## src/rtl/counter_pkg.sv

```systemverilog
// rtl/counter_pkg.sv - shared encodings for the programmable counter
package counter_pkg;

    typedef enum logic [1:0] {
        ST_IDLE = 2'd0,
        ST_RUN  = 2'd1,
        ST_DONE = 2'd2
    } state_t;

    localparam logic DIR_UP       = 1'b0;
    localparam logic DIR_DOWN     = 1'b1;
    localparam logic MODE_ONESHOT = 1'b0;
    localparam logic MODE_WRAP    = 1'b1;

endpackage

```

## src/rtl/counter_prescaler.sv

```systemverilog
// rtl/counter_prescaler.sv - divides enabled run clocks into count ticks
module counter_prescaler #(
    parameter int PRESCALE = 1
) (
    input  logic clock_i,
    input  logic reset_i,
    input  logic run_i,
    input  logic clear_i,
    output logic tick_o
);

    generate
        if (PRESCALE <= 1) begin : g_bypass
            logic w_unused;
            assign w_unused = clock_i ^ reset_i ^ clear_i;
            assign tick_o   = run_i;
        end else begin : g_div
            localparam int PW = $clog2(PRESCALE);
            localparam logic [PW-1:0] LAST = PW'(PRESCALE - 1);

            logic [PW-1:0] r_cnt;

            always_ff @(posedge clock_i or posedge reset_i) begin
                if (reset_i) begin
                    r_cnt <= '0;
                end else if (clear_i) begin
                    r_cnt <= '0;
                end else if (run_i) begin
                    r_cnt <= (r_cnt == LAST) ? '0 : r_cnt + PW'(1);
                end
            end

            assign tick_o = run_i && (r_cnt == LAST);
        end
    endgenerate

endmodule

```

## src/rtl/counter_prog.sv

```systemverilog
// rtl/counter_prog.sv - up/down one-shot or wrapping counter with prescaler
module counter_prog
    import counter_pkg::*;
#(
    parameter int MAX_VALUE = 160,
    parameter int PRESCALE  = 1,
    localparam int W        = $clog2(MAX_VALUE + 1)
) (
    input  logic         clock_i,
    input  logic         reset_i,
    input  logic         enable_i,
    input  logic         clear_i,
    input  logic         load_i,
    input  logic [W-1:0] load_val_i,
    input  logic         dir_i,
    input  logic         mode_i,
    output logic [W-1:0] counter_val_o,
    output logic         finished_o,
    output logic         wrap_o,
    output logic         busy_o
);

    localparam logic [W-1:0] MAXV = W'(MAX_VALUE);

    state_t       r_state;
    state_t       w_state_nxt;
    logic [W-1:0] r_cnt;
    logic [W-1:0] w_cnt_nxt;
    logic         r_finished;
    logic         r_wrap;
    logic         r_busy;
    logic         w_finished_nxt;
    logic         w_wrap_nxt;
    logic         w_busy_nxt;

    logic         w_run;
    logic         w_tick;
    logic [W-1:0] w_start;
    logic [W-1:0] w_term;
    logic [W-1:0] w_load_val;
    logic         w_load_done;
    logic         w_at_term;
    logic [W-1:0] w_step;

    assign w_run       = enable_i && (r_state == ST_RUN);
    assign w_start     = (dir_i == DIR_DOWN) ? MAXV : '0;
    assign w_term      = (dir_i == DIR_DOWN) ? '0 : MAXV;
    assign w_load_val  = (load_val_i > MAXV) ? MAXV : load_val_i;
    assign w_load_done = (mode_i == MODE_ONESHOT) && (w_load_val == w_term);
    assign w_at_term   = (r_cnt == w_term);
    // Only used when not at terminal, so it never leaves 0..MAX_VALUE.
    assign w_step      = (dir_i == DIR_DOWN) ? r_cnt - W'(1) : r_cnt + W'(1);

    counter_prescaler #(
        .PRESCALE(PRESCALE)
    ) u_prescaler (
        .clock_i(clock_i),
        .reset_i(reset_i),
        .run_i  (w_run),
        .clear_i(clear_i | load_i),
        .tick_o (w_tick)
    );

    always_ff @(posedge clock_i or posedge reset_i) begin
        if (reset_i) begin
            r_state <= ST_IDLE;
        end else begin
            r_state <= w_state_nxt;
        end
    end

    always_comb begin
        w_state_nxt = r_state;
        if (clear_i) begin
            w_state_nxt = ST_IDLE;
        end else if (load_i) begin
            w_state_nxt = w_load_done ? ST_DONE : ST_RUN;
        end else begin
            case (r_state)
                ST_IDLE: if (enable_i) w_state_nxt = ST_RUN;
                ST_RUN: begin
                    if (w_tick && (mode_i == MODE_ONESHOT) &&
                        (w_at_term || (w_step == w_term))) begin
                        w_state_nxt = ST_DONE;
                    end
                end
                ST_DONE: w_state_nxt = ST_DONE;
                default: w_state_nxt = ST_IDLE;
            endcase
        end
    end

    always_comb begin
        w_cnt_nxt  = r_cnt;
        w_wrap_nxt = 1'b0;
        if (clear_i) begin
            w_cnt_nxt = w_start;
        end else if (load_i) begin
            w_cnt_nxt = w_load_val;
        end else if ((r_state == ST_RUN) && w_tick) begin
            if (!w_at_term) begin
                w_cnt_nxt = w_step;
            end else if (mode_i == MODE_WRAP) begin
                w_cnt_nxt  = w_start;
                w_wrap_nxt = 1'b1;
            end
        end
        w_finished_nxt = (w_state_nxt == ST_DONE);
        w_busy_nxt     = (w_state_nxt == ST_RUN);
    end

    always_ff @(posedge clock_i or posedge reset_i) begin
        if (reset_i) begin
            r_cnt      <= '0;
            r_finished <= 1'b0;
            r_wrap     <= 1'b0;
            r_busy     <= 1'b0;
        end else begin
            r_cnt      <= w_cnt_nxt;
            r_finished <= w_finished_nxt;
            r_wrap     <= w_wrap_nxt;
            r_busy     <= w_busy_nxt;
        end
    end

    assign counter_val_o = r_cnt;
    assign finished_o    = r_finished;
    assign wrap_o        = r_wrap;
    assign busy_o        = r_busy;

endmodule

```

## config.mk

```make
export PLATFORM = sky130hd
export DESIGN_NAME = counter_prog
export DESIGN_NICKNAME = d
export VERILOG_FILES = /design/src/rtl/counter_pkg.sv /design/src/rtl/counter_prescaler.sv /design/src/rtl/counter_prog.sv
export SDC_FILE = /design/constraint.sdc
export NUM_CORES = 1
export LEC_CHECK = 0
export ABC_CLOCK_PERIOD_IN_PS = 5600
export CORE_MARGIN = 2
export CORE_UTILIZATION = 53
export DETAILED_ROUTE_END_ITERATION = 10
export PLACE_DENSITY = 0.84
export SLEW_MARGIN = 25
export SYNTH_ARGS = -nofsm -noshare
export SYNTH_HDL_FRONTEND = slang
export SYNTH_SLANG_ARGS = --single-unit
```

## constraint.sdc

```tcl
create_clock -name clock_i -period 5.6 [get_ports clock_i]
set_clock_uncertainty 0.1 [all_clocks]
set_input_delay 0.84 -clock clock_i [delete_from_list [all_inputs] [get_ports clock_i]]
set_output_delay 0.84 -clock clock_i [all_outputs]
set_load 0.005 [all_outputs]
```

==> flow_metrics.env <==
export IMPL_place_worst_setup_slack_ns=1.65
export IMPL_crit_required_ns=5.68
export IMPL_synth_flop_cell="dfrtp_1"
export IMPL_num_io_pins=26
export IMPL_antenna_found_initial=0
export IMPL_globalplace_congestion=0.843
export IMPL_drt_first_iter_violations=24
export IMPL_areaGrowthSynthToFinish_pct=23.7
export IMPL_async_reset_ff_frac=1.00
export IMPL_cts_buffers=3
export IMPL_setup_worst_path_start_class="input pin"
export IMPL_fp_dieArea_um2=2550
export IMPL_synthDistinctLibCells=46
export IMPL_clkLatencyLatePin_ns=0.29
export IMPL_cts_resized=0
export IMPL_ys_warnings_count=0
export IMPL_postCtsSetupRepairBufs=0
export IMPL_synth_cells=126
export IMPL_fmax_mhz=270
export IMPL_synth_top_area_share=0.284
export IMPL_viasPerCell=6.32
export IMPL_wl_per_cell_um=16.9
export IMPL_h_tree_depth=1
export IMPL_dp_cells=173
export IMPL_synth_seq_cells=13
export IMPL_drc_errors=0
export IMPL_setup_viol=0
export IMPL_synthTopCellsByArea="dfrtp_1 28%, ha_1 7.6%, xnor2_1 3.8%, o21ai_0 3.5%, a21o_1 3.3%"
export IMPL_grt_pass1_wl_um=5040
export IMPL_fin_ws_ns=1.89
export IMPL_fin_util=0.708
export IMPL_end_kind="register"
export IMPL_ys_seq_area_frac=0.284
export IMPL_syn_area_um2=1150
export IMPL_clock_sinks=13
export IMPL_finalWirelength_um=2990
export IMPL_drive_gt1_frac=0.0600
export IMPL_leakage_nw=0.627
export IMPL_drt_pass1_iter_count=5
export IMPL_clkSlewWorstSetupHoldPaths_ns=0.09
export IMPL_grt_total_usage=0.262
export IMPL_synth_top_cell_by_area="dfrtp_1"
export IMPL_final_hold_viol_count=0
export IMPL_hold_buffers=0
export IMPL_antenna_left=0
export IMPL_rsz0062_at_grt="no"
export IMPL_grt_max_degree=17
export IMPL_io_buffers=25
export IMPL_maxCapViolCount=0
export IMPL_die_x_um=50.5
export IMPL_slew_viol_final=0
export IMPL_final_common_cell="clkdlybuf4s50_1"
export IMPL_synth_edff_count=0
export IMPL_synth_nets=149
export IMPL_dp_hpwl_um=2220
export IMPL_crit_arrival_ns=3.79
export IMPL_core_um2=2000
export IMPL_critPathMaxFanout=16
export IMPL_floorplan_rows=16
export IMPL_place_area_um2=1390
export IMPL_finalCriticalPeriod_ns=3.71
export IMPL_fin_setup_tns_ns=0
export IMPL_die_height_um=50.5
export IMPL_tightest_slew_ns=0.672
export IMPL_cts_root_buffer="clkbuf_4"
export IMPL_cts_tree="yes"
export IMPL_fin_cells=177
export IMPL_grt_pass1_vias=1046
export IMPL_hp_class="register to register"
export IMPL_worstSetupPathType="input pin to register"
export IMPL_diodes=0
export IMPL_num_fill_cells=155
export IMPL_design_area_um2=1420
export IMPL_slew_headroom=0.551
export IMPL_status="completed"
export IMPL_overflow=0
export IMPL_cts_buffer_depth=2
export IMPL_syn_area_per_cell_um2=9.10
export IMPL_nets=174
export IMPL_vias=1119
export IMPL_peakVddDrop_uv=216
export IMPL_initial_core_util=0.572
export IMPL_period_share=0.662
export IMPL_power_density_nw_per_um2=250
export IMPL_final_cell_mix="25 x clkdlybuf4s50_1, 13 x dfrtp_1, 9 x nand2_1, 8 x nor2_1, 8 x o21ai_0"
[sequential cells by signal (all words and copies together) (netlist names)]
name / cells
wrap_o: 1
counter_val_o: 8
busy_o: 1
finished_o: 1
r_state: 2
[cell families (layout without fill, tap and decap cells)]
kind of cell,count (synthesis),after routing,synth area share
buffers and inverters,12,36,0.0568
flip-flops,13,13,0.284
XOR/XNOR,6,6,0.0579
multiplexers,2,2,0.0175
adder cells (fa/ha/maj),8,8,0.0939
AND/OR/NAND/NOR,41,41,0.215
AO/OA/AOI/OAI,44,44,0.275
[per-stage QoR]
step	total power, mW	hold WS [ns]
2_1_floorplan	0.234	0.412
3_3_place_gp	0.286	0.450
3_5_place_dp	0.290	0.442
4_1_cts	0.352	0.469
5_1_grt	0.376	0.499
6_report	0.355	0.478
[area by class of cell]
cell class | count | area (um2) | area share
Clock buffer | 4 | 26.3 | 0.0185
Sequential cell | 13 | 325 | 0.229
Timing Repair Buffer | 25 | 250 | 0.177
Tap cell | 27 | 33.8 | 0.0238
Inverter | 7 | 26.3 | 0.0185
Multi-Input combinational cell | 101 | 756 | 0.533
[routing by layer]
layer | track usage | up-vias | routed length (um)
met4 | 0.0586 | 0 | 12
met2 | 0.410 | 59 | 1420
met1 | 0.350 | 528 | 1270
met3 | 0.0893 | 3 | 290
met5 | 0 | - | 0
li1 | - | 529 | -
[critical path, cell delays in order]
cell and delay, ns:
clkdlybuf4s50_1 0.76, ha_1 0.62, or3b_2 0.48, nor4_2 0.14
o21a_1 0.34, or2_2 0.25, a221oi_2 0.06, a221o_1 0.29
[where the power goes]
group	internal [mW]	switching, mW
registers	0.104	0.0147
logic	0.0876	0.0871
clock network	0.0277	0.0343
[synthesized netlist by cell type (all sizes together) (2+ instances only)]
cell type	count
a211o	3
nor2	8
a21oi	5
nand2	9
nor4	2
xnor2	5
o21a	2
a32oi	2
buf	4
nand3b	4
nand3	3
dfrtp	13
inv	7
nor3	3
nand2b	2
a221oi	3
nor2b	2
a31oi	4
a21o	5
o21ai	8
a22oi	4
ha	7
mux2i	2
[path summary, 6_finish.rpt]
path	startpoint	end	slack, ns	cells past startpoint
max reg2reg	counter_val_o[5]$_DFFE_PP0P_	counter_val_o[5]$_DFFE_PP0P_	2.98	7
min reg2reg	counter_val_o[5]$_DFFE_PP0P_	counter_val_o[5]$_DFFE_PP0P_	0.48	1
max	dir_i	counter_val_o[5]$_DFFE_PP0P_	1.89	8
max in group asynchronous	reset_i	counter_val_o[6]$_DFFE_PP0P_	4.27	2
min in group asynchronous	reset_i	busy_o$_DFF_PP0_	0.77	2
min	counter_val_o[5]$_DFFE_PP0P_	counter_val_o[5]$_DFFE_PP0P_	0.48	1
Power figures use the tool's default switching activity.
==> variant 1, RTL diff (same flow settings) <==
Register the output `counter_val_o` once more; this adds one clock of latency there. The other outputs are not delayed to match.
--- a/src/rtl/counter_prog.sv
+++ b/src/rtl/counter_prog.sv
@@ -123,7 +123,9 @@
         end
     end
 
-    assign counter_val_o = r_cnt;
+    always_ff @(posedge clock_i) begin
+        counter_val_o <= r_cnt;
+    end
     assign finished_o    = r_finished;
     assign wrap_o        = r_wrap;
     assign busy_o        = r_busy;
Check against the original RTL: not equivalent (Yosys sat finds a counterexample within 4 cycles, from zero or initial values and one cycle with reset_i high).
==> variant 1 against the unedited design <==
Design area up 8.9%; sequential share of layout area up 8.5 points; largest cell class unchanged; register-to-register slack better by 50 ps; fmax up 6.2%; sequential cell count up 8; routed wire length down 0.54%; worst setup slack better by 220 ps; synthesized cell count up 7.1%; power up 17%; largest power group is now registers; area after synthesis up 9.3%; first-iteration DRC count up 88%.
==> variant 1: results (changes against the unedited design) <==
critical path peak fanout=16 (unchanged); vias post-DR=1,156 (was 1,119); fraction of layout cells with a size suffix above 1=5.031% (was 6.000%); leakage power total=0.6393 nW (was 0.6271 nW); placed cell area=1516 µm² (was 1391 µm²); Yosys cell types=41 (was 46); crit path DAT=3570 ps (was 3790 ps); worst skew pair latency=300 ps; Switching Fraction=34.11% (was 38.34%); # diodes=0 (unchanged); met1 Usage GRT=30.47% (was 35.04%); post-synth net total=158 (was 149); number of setup buffers added after CTS=0 (unchanged); HPWL after detailed placement=2275 µm (was 2225 µm); Post-synth EDFFs=0 (unchanged); vias in the first global route=1,121 (was 1,046); post-CTS sizing=0 (unchanged); met3 Usage GRT=4.857% (was 8.929%); H-tree depth=1 (unchanged); drt via density=6.182 (was 6.322); drt initial violations=45 (was 24); top cells by area, synth=dfrtp_1 26%, dfxtp_1 13%, ha_1 7.0% (was dfrtp_1 28%, ha_1 7.6%, xnor2_1 3.8%); worst hold-check path type=flip-flop to flip-flop (unchanged); 1st-pass router iterations=4 (was 5); Port-buffer cells=25 (unchanged); Largest regs=counter_val_o: 8 flops, r_cnt: 8 flops, r_state: 2 flops; pin count of the biggest net entering global routing=17 (unchanged); initial antenna violation count=0 (unchanged); worst vdd ir=165.2 µV (was 215.8 µV); met1 WL=1235 µm (was 1265 µm); slew margin rel.=55.50% (was 55.06%); metal2 WL=1433 µm (was 1420 µm); DRT Wirelength=2972 µm (was 2988 µm); DP Worst Slack=1836 ps (was 1655 ps); most frequent cells after synthesis=13 x dfrtp_1, 11 x nand2_1, 10 x nor2_1, 8 x a21oi_1, 8 x dfxtp_1 (was 13 x dfrtp_1, 9 x nand2_1, 8 x nor2_1, 8 x o21ai_0); highest metal used=met4 (unchanged); XOR/XNOR Fraction of Synth Area=4.196% (was 5.786%); CTS root buf=clkbuf_4 (unchanged); Synth async-reset ratio=61.90% (was 100.0%); fillers=190 (was 155); Yosys warnings=0 (unchanged); sequential share of the synthesized area=38.76% (was 28.38%); met3 WL post-DR=243 µm (was 290 µm); status=finished, final reports clean (unchanged); met2 usage=41.04% (was 41.01%); CTS max path bufs=2 (unchanged); Overall Global Routing Usage=24.82% (was 26.20%); clock-pin transition on the worst setup and hold timing paths=110 ps (was 90 ps); Syn Inst Count=135 (was 126); mux share of post-synthesis cell area=0.8991% (was 1.747%); first-pass GRT wire length=4988 µm (was 5037 µm); RePlAce Congestion=0.8975 (was 0.8428); complex-gate fraction of the synthesized area=22.48% (was 27.51%); Main synth FF type=dfrtp_1 (unchanged); Inst Count DP=183 (was 173); multi-input logic area=734.5 µm² (was 755.7 µm²); post-synthesis adder-cell area fraction=8.591% (was 9.389%); CTS buffer count=3 (unchanged)
==> variant 1: cell types whose count changed after synthesis, sizes merged, moves of 3 or more <==
cell    delta
o31ai      +3
a31oi      -3
a211oi     +3
nand4b     +3
inv        -4
nand3      +3
a22oi      -3
a211o      -3
a21oi      +3
dfxtp      +8
a221oi     -3
nor3       +3
==> variant 1: cell type report <==
| class | count | area share (%) |
|---|---|---|
| inverters | 3 | 0.7293 |
| well taps | 28 | 2.269 |
| clock inverters | 1 | 0.3241 |
| multi-input cells | 106 | 47.57 |
| flip-flops and latches | 21 | 31.44 |
| repair buffers | 25 | 16.21 |
| clock buffers | 3 | 1.459 |
==> variant 1: power groups by stage <==
stage          Clock (W)  Sequential [W]  Combinational, W
4_1_cts        0.0000748        0.000187          0.000155
2_1_floorplan          0        0.000187         0.0000983
5_1_grt        0.0000823        0.000189          0.000174
3_5_place_dp           0        0.000190          0.000154
6_report       0.0000716        0.000187          0.000156
3_3_place_gp           0        0.000190          0.000148
==> variant 1: final timing paths <==
kind,endpoint,start,slack (ps),cells past startpoint
max in group asynchronous,r_cnt[5],reset_i,4280,2
worst min register to register,counter_val_o[5],r_cnt[5],320,0
min in group asynchronous,wrap_o,reset_i,760,2
worst min-delay path,counter_val_o[5],r_cnt[5],320,0
worst max-delay path,busy_o,dir_i,2110,9
worst max register to register,busy_o,r_cnt[0],3030,8
==> variant 1: worst max-delay path: stages <==
cell	delay (ps)
clkdlybuf4s50_1	730
fa_1	590
and3_1	180
o21ai_1	160
a21oi_1	80
a2111oi_1	480
nand3_1	220
nand4bb_1	190
a211oi_1	90
==> variant 2, RTL diff (config.mk and constraints unchanged) <==
Without the edit above. Change the parameter `MAX_VALUE` from 160 to 80.
--- a/src/rtl/counter_prog.sv
+++ b/src/rtl/counter_prog.sv
@@ -2,7 +2,7 @@
 module counter_prog
     import counter_pkg::*;
 #(
-    parameter int MAX_VALUE = 160,
+    parameter int MAX_VALUE = 80,
     parameter int PRESCALE  = 1,
     localparam int W        = $clog2(MAX_VALUE + 1)
 ) (
Interface: changed (resized counter_val_o and load_val_i); port bits go from 26 to 24. No check against the original RTL was run, so the function may have changed too.
==> variant 2 against the unedited design <==
Design area down 3.4%; worst hold slack better by 46 ps; area after synthesis down 3.5%; worst setup slack better by 250 ps; first-iteration DRC count down 8.3%; die area down 3.2%; critical path depth down 1; sequential share of layout area down 1.0 points; routed wire length down 3.0%; sequential cell count down 1; power down 4.0%; combinational power down 9%; critical endpoint unchanged; largest power group unchanged.
==> variant 2: results (changes against the unedited design) <==
post-synth net total=143 (was 149); Yosys cell types=49 (was 46); Overall Global Routing Usage=25.63% (was 26.20%); worst vdd ir=185.1 µV (was 215.8 µV); Switching Fraction=36.64% (was 38.34%); Port-buffer cells=23 (was 25); Synth async-reset ratio=100.0% (unchanged); sequential share of the synthesized area=27.15% (was 28.38%); # diodes=0 (unchanged); Worst Max-Slew Pin Slew=624.8 ps (was 672.0 ps); placed cell area=1334 µm² (was 1391 µm²); first-pass GRT wire length=4878 µm (was 5037 µm); Crit. Startpoint=dir_i (unchanged); top cells by area, synth=dfrtp_1 27%, ha_1 6.8%, a22o_1 6.3% (was dfrtp_1 28%, ha_1 7.6%, xnor2_1 3.8%); mux share of post-synthesis cell area=1.923% (was 1.747%); Flop pwr share=32.4% (was 33.3%); post-CTS sizing=0 (unchanged); vias in the first global route=1,095 (was 1,046); status=finished, final reports clean (unchanged); HPWL after detailed placement=2206 µm (was 2225 µm); Clk power=0.0000699 W (was 0.0000620 W); max reg flops=7 (was 8); H-tree depth=1 (unchanged); Syn Inst Count=122 (was 126); clock-pin transition on the worst setup and hold timing paths=roughly 80 ps; initial antenna violation count=0 (unchanged); complex-gate fraction of the synthesized area=29.52% (was 27.51%); Nets=164 (was 174); delay of the slowest critical-path stage=740 ps (was 760 ps); pin count of the biggest net entering global routing=18 (was 17); CTS max path bufs=2 (unchanged); drt initial violations=22 (was 24); leakage power total=0.5775 nW (was 0.6271 nW); Hold Startpoint=counter_val_o[5] (unchanged); fillers=164 (was 155); RePlAce Congestion=0.8378 (was 0.8428); CTS root buf=clkbuf_4 (unchanged); post-synthesis adder-cell area fraction=8.597% (was 9.389%); critical path peak fanout=15 (was 16); Reg2Reg Launch Point=counter_val_o[4] (was counter_val_o[5]); P_int=0.0002159 W (was 0.0002188 W); CTS buffer count=3 (unchanged); Slew Limit Fails=0 (unchanged); crit path DAT=3530 ps (was 3790 ps); most frequent cells after synthesis=12 x dfrtp_1, 10 x nand2_1, 8 x a21oi_1, 8 x a22o_1 (was 13 x dfrtp_1, 9 x nand2_1, 8 x nor2_1, 8 x o21ai_0); Avg WL per Cell=17.14 µm (was 16.88 µm); XOR/XNOR Fraction of Synth Area=5.204% (was 5.786%); fraction of layout cells with a size suffix above 1=7.042% (was 6.000%); 1st-pass router iterations=4 (was 5); Synth top area share=27.15% (was 28.38%); drt via density=6.296 (was 6.322)
## variant 2: cell types whose count changed in the layout (fill, tap and decap cells not counted), moves of 3 or more
cell and delta:
and3_1 +3, a22oi_1 -4, a21o_1 -3, xnor2_1 -3
a21oi_1 +3, a31oi_1 -3, o21ai_0 -3, a22o_1 +8
## variant 2: layout make-up
type / instances / area share, %
clock buffers: 4 / 2.648
repair buffers: 23 / 16.80
inverters: 6 / 1.644
multi-input cells: 97 / 54.52
flip-flops and latches: 12 / 21.92
well taps: 27 / 2.466
## variant 2: per-layer routing
layer / routed length (µm) / up-vias / global-route usage [%]
li1: - / 509 / -
met1: 1243 / 507 / 31.41
met2: 1447 / 42 / 43.56
met3: 159 / 6 / 8.788
met4: 46 / 0 / 5.093
met5: 0 / - / 0
## variant 2: worst paths after layout
path,end,slack [ps],cells past startpoint
worst max-delay path,counter_val_o[5],2140,7
worst min-delay path,counter_val_o[5],520,1
worst max register to register,counter_val_o[5],3200,6
worst min register to register,counter_val_o[5],520,1
max in group asynchronous,counter_val_o[3],4320,2
min in group asynchronous,finished_o,760,2
## variant 2: metrics by stage
stage	hold slack, ps	utilization [%]	worst slack (ps)	cells
after floorplan	454.6	-	3030	122
after global placement	501.6	67.98	2014	165
after detailed placement	493.7	67.98	1875	165
after CTS	512.1	69.83	2165	169
after global routing	526.2	69.83	1941	169
final	523.4	69.83	2141	169
## variant 2: worst max-delay path, delay by kind of cell
family | cells | cell delay, ps
adder cells (fa/ha/maj) | 1 | 640
AO/OA/AOI/OAI | 2 | 550
AND/OR/NAND/NOR | 3 | 760
buffers and inverters | 1 | 740
